$ cat src/rtl/imem_load_controller.sv
// Host byte-stream loader for the 64 x 16 instruction memory, sharing write port 1
// with a debug write requester. Stalls the core while a load is in progress.
module imem_load_controller #(
    parameter int ADDR_WIDTH = 6,
    parameter int DATA_WIDTH = 16,
    parameter int DEPTH      = 64
) (
    input  logic                  clock,
    input  logic                  reset,
    input  logic                  load_start,
    input  logic [ADDR_WIDTH-1:0] load_base,
    input  logic [ADDR_WIDTH:0]   load_length,
    input  logic                  host_valid,
    input  logic [7:0]            host_data,
    output logic                  host_ready,
    input  logic                  dbg_req,
    input  logic [ADDR_WIDTH-1:0] dbg_addr,
    input  logic [DATA_WIDTH-1:0] dbg_data,
    output logic                  dbg_grant,
    output logic [ADDR_WIDTH-1:0] imem_wr_addr,
    output logic [DATA_WIDTH-1:0] imem_wr_data,
    output logic                  imem_wr_enable,
    output logic                  core_stall,
    output logic                  load_busy,
    output logic                  load_done,
    output logic                  load_error
);
    localparam int LEN_W = ADDR_WIDTH + 1;
    localparam logic [LEN_W-1:0] MAX_LEN = LEN_W'(DEPTH);
    localparam logic [LEN_W-1:0] ONE_LEN = LEN_W'(1);

    typedef enum logic [1:0] {S_IDLE, S_LOW, S_HIGH, S_DONE} state_t;

    state_t                state_q, state_d;
    logic [ADDR_WIDTH-1:0] addr_q, addr_d;
    logic [LEN_W-1:0]      remaining_q, remaining_d;
    logic [7:0]            low_byte_q, low_byte_d;
    logic [ADDR_WIDTH-1:0] wr_addr_q, wr_addr_d;
    logic [DATA_WIDTH-1:0] wr_data_q, wr_data_d;
    logic                  wr_en_q, wr_en_d;
    logic                  dbg_grant_q, dbg_grant_d;
    logic                  busy_q, busy_d;
    logic                  done_q, done_d;
    logic                  error_q, error_d;
    logic                  word_done;
    logic                  len_ok;

    assign host_ready = (state_q == S_LOW) || (state_q == S_HIGH);
    assign word_done  = (state_q == S_HIGH) && host_valid;
    assign len_ok     = (load_length != '0) && (load_length <= MAX_LEN);

    always_comb begin
        state_d     = state_q;
        addr_d      = addr_q;
        remaining_d = remaining_q;
        low_byte_d  = low_byte_q;
        error_d     = 1'b0;

        case (state_q)
            S_IDLE: begin
                if (load_start) begin
                    if (len_ok) begin
                        addr_d      = load_base;
                        remaining_d = load_length;
                        state_d     = S_LOW;
                    end else begin
                        error_d = 1'b1;
                    end
                end
            end
            S_LOW: begin
                if (host_valid) begin
                    low_byte_d = host_data;
                    state_d    = S_HIGH;
                end
            end
            S_HIGH: begin
                if (host_valid) begin
                    addr_d      = addr_q + ADDR_WIDTH'(1);
                    remaining_d = remaining_q - ONE_LEN;
                    state_d     = (remaining_q == ONE_LEN) ? S_DONE : S_LOW;
                end
            end
            default: state_d = S_IDLE;
        endcase

        // Loader words take the port first; a debug request waits for the next bubble.
        wr_en_d     = 1'b0;
        wr_addr_d   = wr_addr_q;
        wr_data_d   = wr_data_q;
        dbg_grant_d = 1'b0;
        if (word_done) begin
            wr_en_d   = 1'b1;
            wr_addr_d = addr_q;
            wr_data_d = {host_data, low_byte_q};
        end else if (dbg_req && !dbg_grant_q) begin
            wr_en_d     = 1'b1;
            wr_addr_d   = dbg_addr;
            wr_data_d   = dbg_data;
            dbg_grant_d = 1'b1;
        end

        busy_d = (state_d != S_IDLE);
        done_d = (state_d == S_DONE);
    end

    always_ff @(posedge clock or posedge reset) begin
        if (reset) begin
            state_q     <= S_IDLE;
            addr_q      <= '0;
            remaining_q <= '0;
            low_byte_q  <= '0;
            wr_addr_q   <= '0;
            wr_data_q   <= '0;
            wr_en_q     <= 1'b0;
            dbg_grant_q <= 1'b0;
            busy_q      <= 1'b0;
            done_q      <= 1'b0;
            error_q     <= 1'b0;
        end else begin
            state_q     <= state_d;
            addr_q      <= addr_d;
            remaining_q <= remaining_d;
            low_byte_q  <= low_byte_d;
            wr_addr_q   <= wr_addr_d;
            wr_data_q   <= wr_data_d;
            wr_en_q     <= wr_en_d;
            dbg_grant_q <= dbg_grant_d;
            busy_q      <= busy_d;
            done_q      <= done_d;
            error_q     <= error_d;
        end
    end

    assign imem_wr_addr   = wr_addr_q;
    assign imem_wr_data   = wr_data_q;
    assign imem_wr_enable = wr_en_q;
    assign dbg_grant      = dbg_grant_q;
    assign core_stall     = busy_q;
    assign load_busy      = busy_q;
    assign load_done      = done_q;
    assign load_error     = error_q;
endmodule

$ cat config.mk
export PLATFORM = sky130hd
export DESIGN_NAME = imem_load_controller
export DESIGN_NICKNAME = d
export VERILOG_FILES = /design/src/rtl/imem_load_controller.sv
export SDC_FILE = /design/constraint.sdc
export NUM_CORES = 1
export LEC_CHECK = 0
export CAP_MARGIN = 15
export CORE_ASPECT_RATIO = 0.8
export CORE_UTILIZATION = 53
export CTS_BUF_LIST = sky130_fd_sc_hd__clkbuf_4
export CTS_CLUSTER_DIAMETER = 150
export DETAILED_ROUTE_END_ITERATION = 12
export PLACE_DENSITY = 0.95
export SLEW_MARGIN = 20
export SYNTH_ARGS = -nofsm -noshare
export SYNTH_HDL_FRONTEND = slang
export SYNTH_SLANG_ARGS = --single-unit
$ cat constraint.sdc
create_clock -name clock -period 2.7 [get_ports clock]
set_input_delay 0.405 -clock clock [delete_from_list [all_inputs] [get_ports clock]]
set_output_delay 0.405 -clock clock [all_outputs]
set_load 0.01 [all_outputs]
==> impl_metrics.tcl, run 1 <==
set metrics [dict create \
    coreArea_um2 4652 \
    grt_start_max_net_pins 51 \
    final_antenna_net_count 0 \
    synth-simple-area-share_pct 13.20 \
    antenna_found_initial 0 \
    reg2reg_from "state_q[1]" \
    gp_congestion 0.8832 \
    hold_viol 0 \
    cp_data_arrival_time_ns 1.74 \
    dr.pass1.iters 4 \
    synth_cell_types 40 \
    power_per_cell_area_nw_per_um2 1005 \
    synth-edff-count 0 \
    cts_tree "yes" \
    slew_violations 0 \
    worst_pin_slew_ns 0.6122 \
    hold_class "primary input to async pin" \
    cts-root-buf "clkbuf_4" \
    ys_seq_area_share_pct 48.36 \
    critPathCaptureType "output pin" \
    status "complete, no violations" \
    post_cts_resized 0 \
    synth_mux_area_share_pct 14.17 \
    first_iter_violations 113 \
    clockBufferDepth 2 \
    tns_ns 0 \
    slew_headroom_pct 59.19 \
    post_cts_buffers 0 \
    finalClockSkew_ns 0.02100 \
    startpoint_type "register" \
    synth_seq_cells 50 \
    num_vias 2177 \
    maxCapViolations 0 \
    synth_top_family_by_area "compound AO/OA/AOI/OAI gates" \
    drc 0 \
    holdBufCountCts 0 \
    finalNetCount 387 \
    grt_pass1_wl_mm 10.18 \
    max_freq_mhz 465.7 \
    synth_top_flop_cell "dfrtp_1" \
    yosys.area_share.adder_pct 3.385 \
    reg2reg_to "remaining_q[1]" \
    num-fill-cells 344 \
    cts_num_sinks 50 \
    clk_pin_slew_worst_paths_ns 0.18 \
    setup_viol 0 \
    avgSynthCellArea_um2 10.03 \
    slowest_stage "clkdlybuf4s50_1" \
    htree_levels 2 \
    grt_pass1_vias 2142 \
    die_x_um 80.12 \
    period_needed_ns 2.147 \
    p_leak_uw 0.001483 \
    synth_xor_area_share_pct 0.3385 \
    initial_core_util_pct 55.62 \
    gr-total-overflow 0 \
    drive_above_1_share_pct 9.610 \
    antenna_cells 0 \
    grt_setup_unrepaired "false" \
    hpwl_mm 4.711 \
    rows 22 \
    ir_worst_vdd_mv 0.5621 \
    cts_buffers 5 \
    die_area_um2 5167 \
    io_buffers 76 \
    ios 77 \
    critical_path_class "register to output pin" \
    path_max_fanout 5 \
    path_cells "inv_1 -> ha_1 -> clkdlybuf4s50_1" \
    async_flop_share_pct 100.0 \
    clkLatencyLatePin_ns 0.40 \
    die_height_um 64.50 \
    finalWirelength_mm 6.314 \
    worstPathRequired_ns 2.30 \
    r2r_slack_ns 0.73 \
    r2r_cells 8 \
    track_usage_pct 26.41 \
    synth_cells 258 \
    syn_nets 313 \
    viasPerCell 5.539 \
    wl_per_cell_um 16.07 \
    syn_area_um2 2587 \
    timing.final.crit_share_pct 79.53 \
    area_delta_synth_final_pct 33.27 \
    setup_ws_ns 0.5528 \
    synth_warnings 0 \
    synth-compound-area-share_pct 15.62 \
    slowest_delay_ns 0.53 \
    pre_cts_slack_ns 0.3942 \
]
-- layer usage --
metal	up-vias	part of all wire [%]	track usage, %
met4	0	1.8	10.04
met1	1047	43	35.22
met3	11	5.6	4.085
met2	70	50	43.59
li1	1049	-	-
met5	-	0	0
-- state kept, by name, summed over array words and instances, names as in the netlist --
name            cells
imem_wr_data       16
low_byte_q          8
remaining_q         7
addr_q              6
imem_wr_addr        6
state_q             2
core_stall          1
dbg_grant           1
imem_wr_enable      1
load_done           1
load_error          1
-- cell families after synthesis --
kind of cell    after synthesis
xor+xnor                      1
flops                        50
buf+inv                      26
mux                          35
simple gates                 73
fa+ha+maj                     7
compound gates               66
-- how the worst max path moves through the flow --
stage	startpoint	to	slack, ns	depth (start not counted)
global route	state_q[1]	host_ready	0.47	3
global placement	load_length[4]	core_stall	0.49	6
detailed placement	load_length[4]	core_stall	0.39	6
floorplan	remaining_q[0]	remaining_q[4]	0.97	6
CTS	state_q[1]	host_ready	0.55	3
finish	state_q[1]	host_ready	0.55	3
-- stage by stage --
step	cell area [um2]	utilization, %	power, uW	cells	hold WS, ns
2_1_floorplan	2587	-	2366	258	0.4444
3_3_place_gp	3382	72.70	2988	385	0.4514
3_5_place_dp	3382	72.70	3091	385	0.4655
4_1_cts	3448	74.13	3477	393	0.4983
5_1_grt	3448	74.13	3722	393	0.5130
6_report	3448	74.13	3465	393	0.4647
-- cells in the mapped netlist (2+ instances only) --
master | count | area share [%]
nand2_1 | 33 | 4.8
nand3_1 | 5 | 0.97
inv_1 | 11 | 1.6
nor3_1 | 6 | 1.2
nor2_1 | 18 | 2.6
buf_6 | 2 | 0.87
buf_2 | 9 | 1.7
a2bb2oi_1 | 3 | 1.0
o21ai_0 | 32 | 6.2
mux2_2 | 9 | 3.9
nand2b_1 | 2 | 0.48
clkbuf_1 | 3 | 0.44
a21oi_1 | 13 | 2.5
dfrtp_1 | 50 | 48
a31oi_1 | 5 | 1.2
ha_1 | 7 | 3.4
o22ai_1 | 3 | 0.73
mux2i_1 | 25 | 9.7
-- critical path: cells and delay by family, from the launching register on --
kind,cells,cell delay (ns)
buf+inv,2,0.61
fa+ha+maj,1,0.28
flops,1,0.46
-- where the power goes --
| group | leakage, uW | switching, uW | total [uW] | internal, uW |
|---|---|---|---|---|
| combinational | 0.000853 | 809 | 1700 | 890 |
| sequential | 0.000592 | 267 | 1380 | 1110 |
| clock | 0.0000377 | 277 | 391 | 114 |
| total | 0.00148 | 1350 | 3470 | 2110 |
-- placed cells by master, fill, tap and decap left out, types with 5 or more instances in the layout --
cell	instances
ha_1	7
nand3_1	5
clkdlybuf4s50_1	76
clkbuf_4	5
nor3_1	6
buf_4	6
nor2_1	18
a31oi_1	5
a21oi_1	13
inv_1	10
mux2_2	9
o21ai_0	32
nand2_1	33
mux2i_1	25
dfrtp_1	50
-- cell type report --
cell class | instances | area, um2 | share of cell area (%)
flip-flops and latches | 50 | 1251 | 36.28
multi-input cells | 182 | 1209 | 35.05
repair buffers | 82 | 805.8 | 23.37
well taps | 60 | 75.07 | 2.177
inverters | 11 | 41.29 | 1.197
clock buffers | 5 | 37.54 | 1.089
clock inverters | 3 | 28.78 | 0.8345
(Power assumes the default switching activity.)
==> run 2: changes to the inputs <==
--- a/config.mk
+++ b/config.mk
@@ -7,11 +7,11 @@
 export LEC_CHECK = 0
 export CAP_MARGIN = 15
 export CORE_ASPECT_RATIO = 0.8
-export CORE_UTILIZATION = 53
+export CORE_UTILIZATION = 49
 export CTS_BUF_LIST = sky130_fd_sc_hd__clkbuf_4
 export CTS_CLUSTER_DIAMETER = 150
 export DETAILED_ROUTE_END_ITERATION = 12
-export PLACE_DENSITY = 0.95
+export PLACE_DENSITY = 0.9
 export SLEW_MARGIN = 20
 export SYNTH_ARGS = -nofsm -noshare
 export SYNTH_HDL_FRONTEND = slang
==> constraint.sdc (replaced) <==
create_clock -name clock -period 2.3 [get_ports clock]
set_input_delay 0.345 -clock clock [delete_from_list [all_inputs] [get_ports clock]]
set_output_delay 0.345 -clock clock [all_outputs]
set_load 0.01 [all_outputs]
==> run 2 against run 1 <==
Power rose by 19%; first-iteration DRC count fell by 11%; via count did not move; utilization fell by 4.9 points; global-route usage fell by 3.5 points; worst setup slack got worse by 0.30 ns; combinational power rose by 18%; final cell count rose by 0.51%; critical path depth did not move; sequential power rose by 17%; clock skew fell by 0.010 ns; critical path type unchanged.
==> impl_metrics.tcl, run 2 (same netlist as run 1, synthesis figures left out) <==
set metrics [dict create \
    clockBufferDepth 2 \
    num_vias 2177 \
    grt_start_max_net_pins 38 \
    slew_violations 0 \
    ir_worst_vdd_mv 0.5125 \
    hpwl_mm 4.694 \
    tns_ns 0 \
    startpoint_type "register" \
    grt_pass1_vias 2089 \
    rows 23 \
    viasPerCell 5.511 \
    period_needed_ns 2.051 \
    finalNetCount 387 \
    die_height_um 67.00 \
    io_buffers 76 \
    power_per_cell_area_nw_per_um2 1182 \
    cts_tree "yes" \
    largest_reg_flops 16 \
    grt_pass1_wl_mm 9.991 \
    num-fill-cells 386 \
    die_x_um 83.25 \
    pre_cts_slack_ns 0.07565 \
    post_dp_cell_area_um2 3410 \
    worst_pin_slew_ns 0.4697 \
    first_iter_violations 101 \
    post_cts_resized 0 \
    critPathCaptureType "output pin" \
    cts-root-buf "clkbuf_4" \
    final_common_cell "clkdlybuf4s50_1" \
    track_usage_pct 22.94 \
    setup_ws_ns 0.2486 \
    hold_class "primary input to async pin" \
    slowest_stage "clkdlybuf4s50_1" \
    clk_pin_slew_worst_paths_ns 0.14 \
    critical_path_class "register to output pin" \
    path_cells "inv_1 -> ha_1 -> clkdlybuf4s50_1" \
    htree_levels 2 \
    reg2reg_to "remaining_q[6]" \
    r2r_slack_ns 0.30 \
    path_max_fanout 5 \
    ios 77 \
    fin_area_um2 3487 \
    gp_congestion 0.8959 \
    worstPathRequired_ns 1.96 \
    crit_start "state_q[1]" \
    drive_above_1_share_pct 9.610 \
    endpoint "host_ready" \
    timing.final.crit_share_pct 89.19 \
    cp_data_arrival_time_ns 1.71 \
    final_antenna_net_count 0 \
    layout_common_cells "clkdlybuf4s50_1 (76), dfrtp_1 (50), nand2_1 (33)" \
    maxCapViolations 0 \
    holdBufCountCts 0 \
    clkLatencyLatePin_ns 0.36 \
    reg2reg_from "remaining_q[0]" \
    setup_viol 0 \
    gr-total-overflow 0 \
    cts_num_sinks 50 \
    post_cts_buffers 0 \
    wl_per_cell_um 15.71 \
    coreArea_um2 5036 \
    initial_core_util_pct 51.38 \
    grt_setup_unrepaired "false" \
    dr.pass1.iters 4 \
    antenna_found_initial 0 \
    slew_headroom_pct 68.64 \
    antenna_cells 0 \
    slowest_delay_ns 0.52 \
    cts_buffers 5 \
    finalWirelength_mm 6.207 \
    hold_viol 0 \
    p_total_uw 4123 \
    max_freq_mhz 487.5 \
    die_area_um2 5577 \
    drc 0 \
    area_delta_synth_final_pct 34.77 \
    r2r_cells 7 \
    crit_family "buffers and inverters" \
    worst-path-buf-inv 2 \
    status "complete, no violations" \
    p_leak_uw 0.001500 \
    finalClockSkew_ns 0.01090 \
    critical_path_depth 3 \
]
## run 2: cell types whose count changed in the layout (fill, tap and decap cells not counted)
cell	before	now
bufinv_16	0	1
buf_12	0	2
clkinv_4	1	0
buf_4	6	4
inv_8	1	0
clkinv_2	0	2
inv_6	1	0
## run 2: cell type report
cell class / instances / area (um2) / area share [%]
Sequential cell: 50 / 1251 / 35.88
Tap cell: 62 / 77.57 / 2.225
Clock inverter: 3 / 40.04 / 1.148
Timing Repair Buffer: 82 / 830.8 / 23.82
Clock buffer: 5 / 37.54 / 1.076
Multi-Input combinational cell: 182 / 1209 / 34.66
Inverter: 11 / 41.29 / 1.184
## run 2: power by group
| group | leakage, uW | internal, uW | switching [uW] | total [uW] |
|---|---|---|---|---|
| Combinational | 0.000863 | 1050 | 959 | 2010 |
| Sequential | 0.000592 | 1300 | 316 | 1620 |
| Clock | 0.0000450 | 226 | 269 | 494 |
| Total | 0.00150 | 2580 | 1540 | 4120 |
## run 2: worst min path at each step
stage / slack (ns) / cells past startpoint / end
after global routing: 0.32 / 2 / imem_wr_data[0]
final: 0.29 / 2 / imem_wr_data[3]
after detailed placement: 0.47 / 2 / imem_wr_data[2]
after global placement: 0.45 / 2 / imem_wr_data[6]
after CTS: 0.31 / 2 / imem_wr_data[4]
after floorplan: 0.44 / 2 / imem_wr_data[0]
## run 2: layer usage
layer / routed length [um] / GRT usage [%] / vias up
met4: 106 / 7.328 / 0
met5: 0 / 0 / -
met3: 358 / 3.346 / 11
met2: 3022 / 39.14 / 81
met1: 2719 / 30.48 / 1034
li1: - / - / 1051
## run 2: per-stage QoR
stage | utilization, % | hold slack [ns] | cells
detailed placement | 67.70 | 0.4724 | 387
global route | 69.24 | 0.3233 | 395
floorplan | - | 0.4444 | 258
finish | 69.24 | 0.2945 | 395
CTS | 69.24 | 0.3091 | 395
global placement | 67.70 | 0.4524 | 387
## run 2: worst register-to-register path: cells and delay by family, from the launching register on
| family | cells | cell delay (ns) |
|---|---|---|
| AND/OR/NAND/NOR | 3 | 0.72 |
| flip-flops | 1 | 0.49 |
| AO/OA/AOI/OAI | 2 | 0.34 |
| adder cells (fa/ha/maj) | 1 | 0.20 |
| buffers and inverters | 1 | 0.15 |
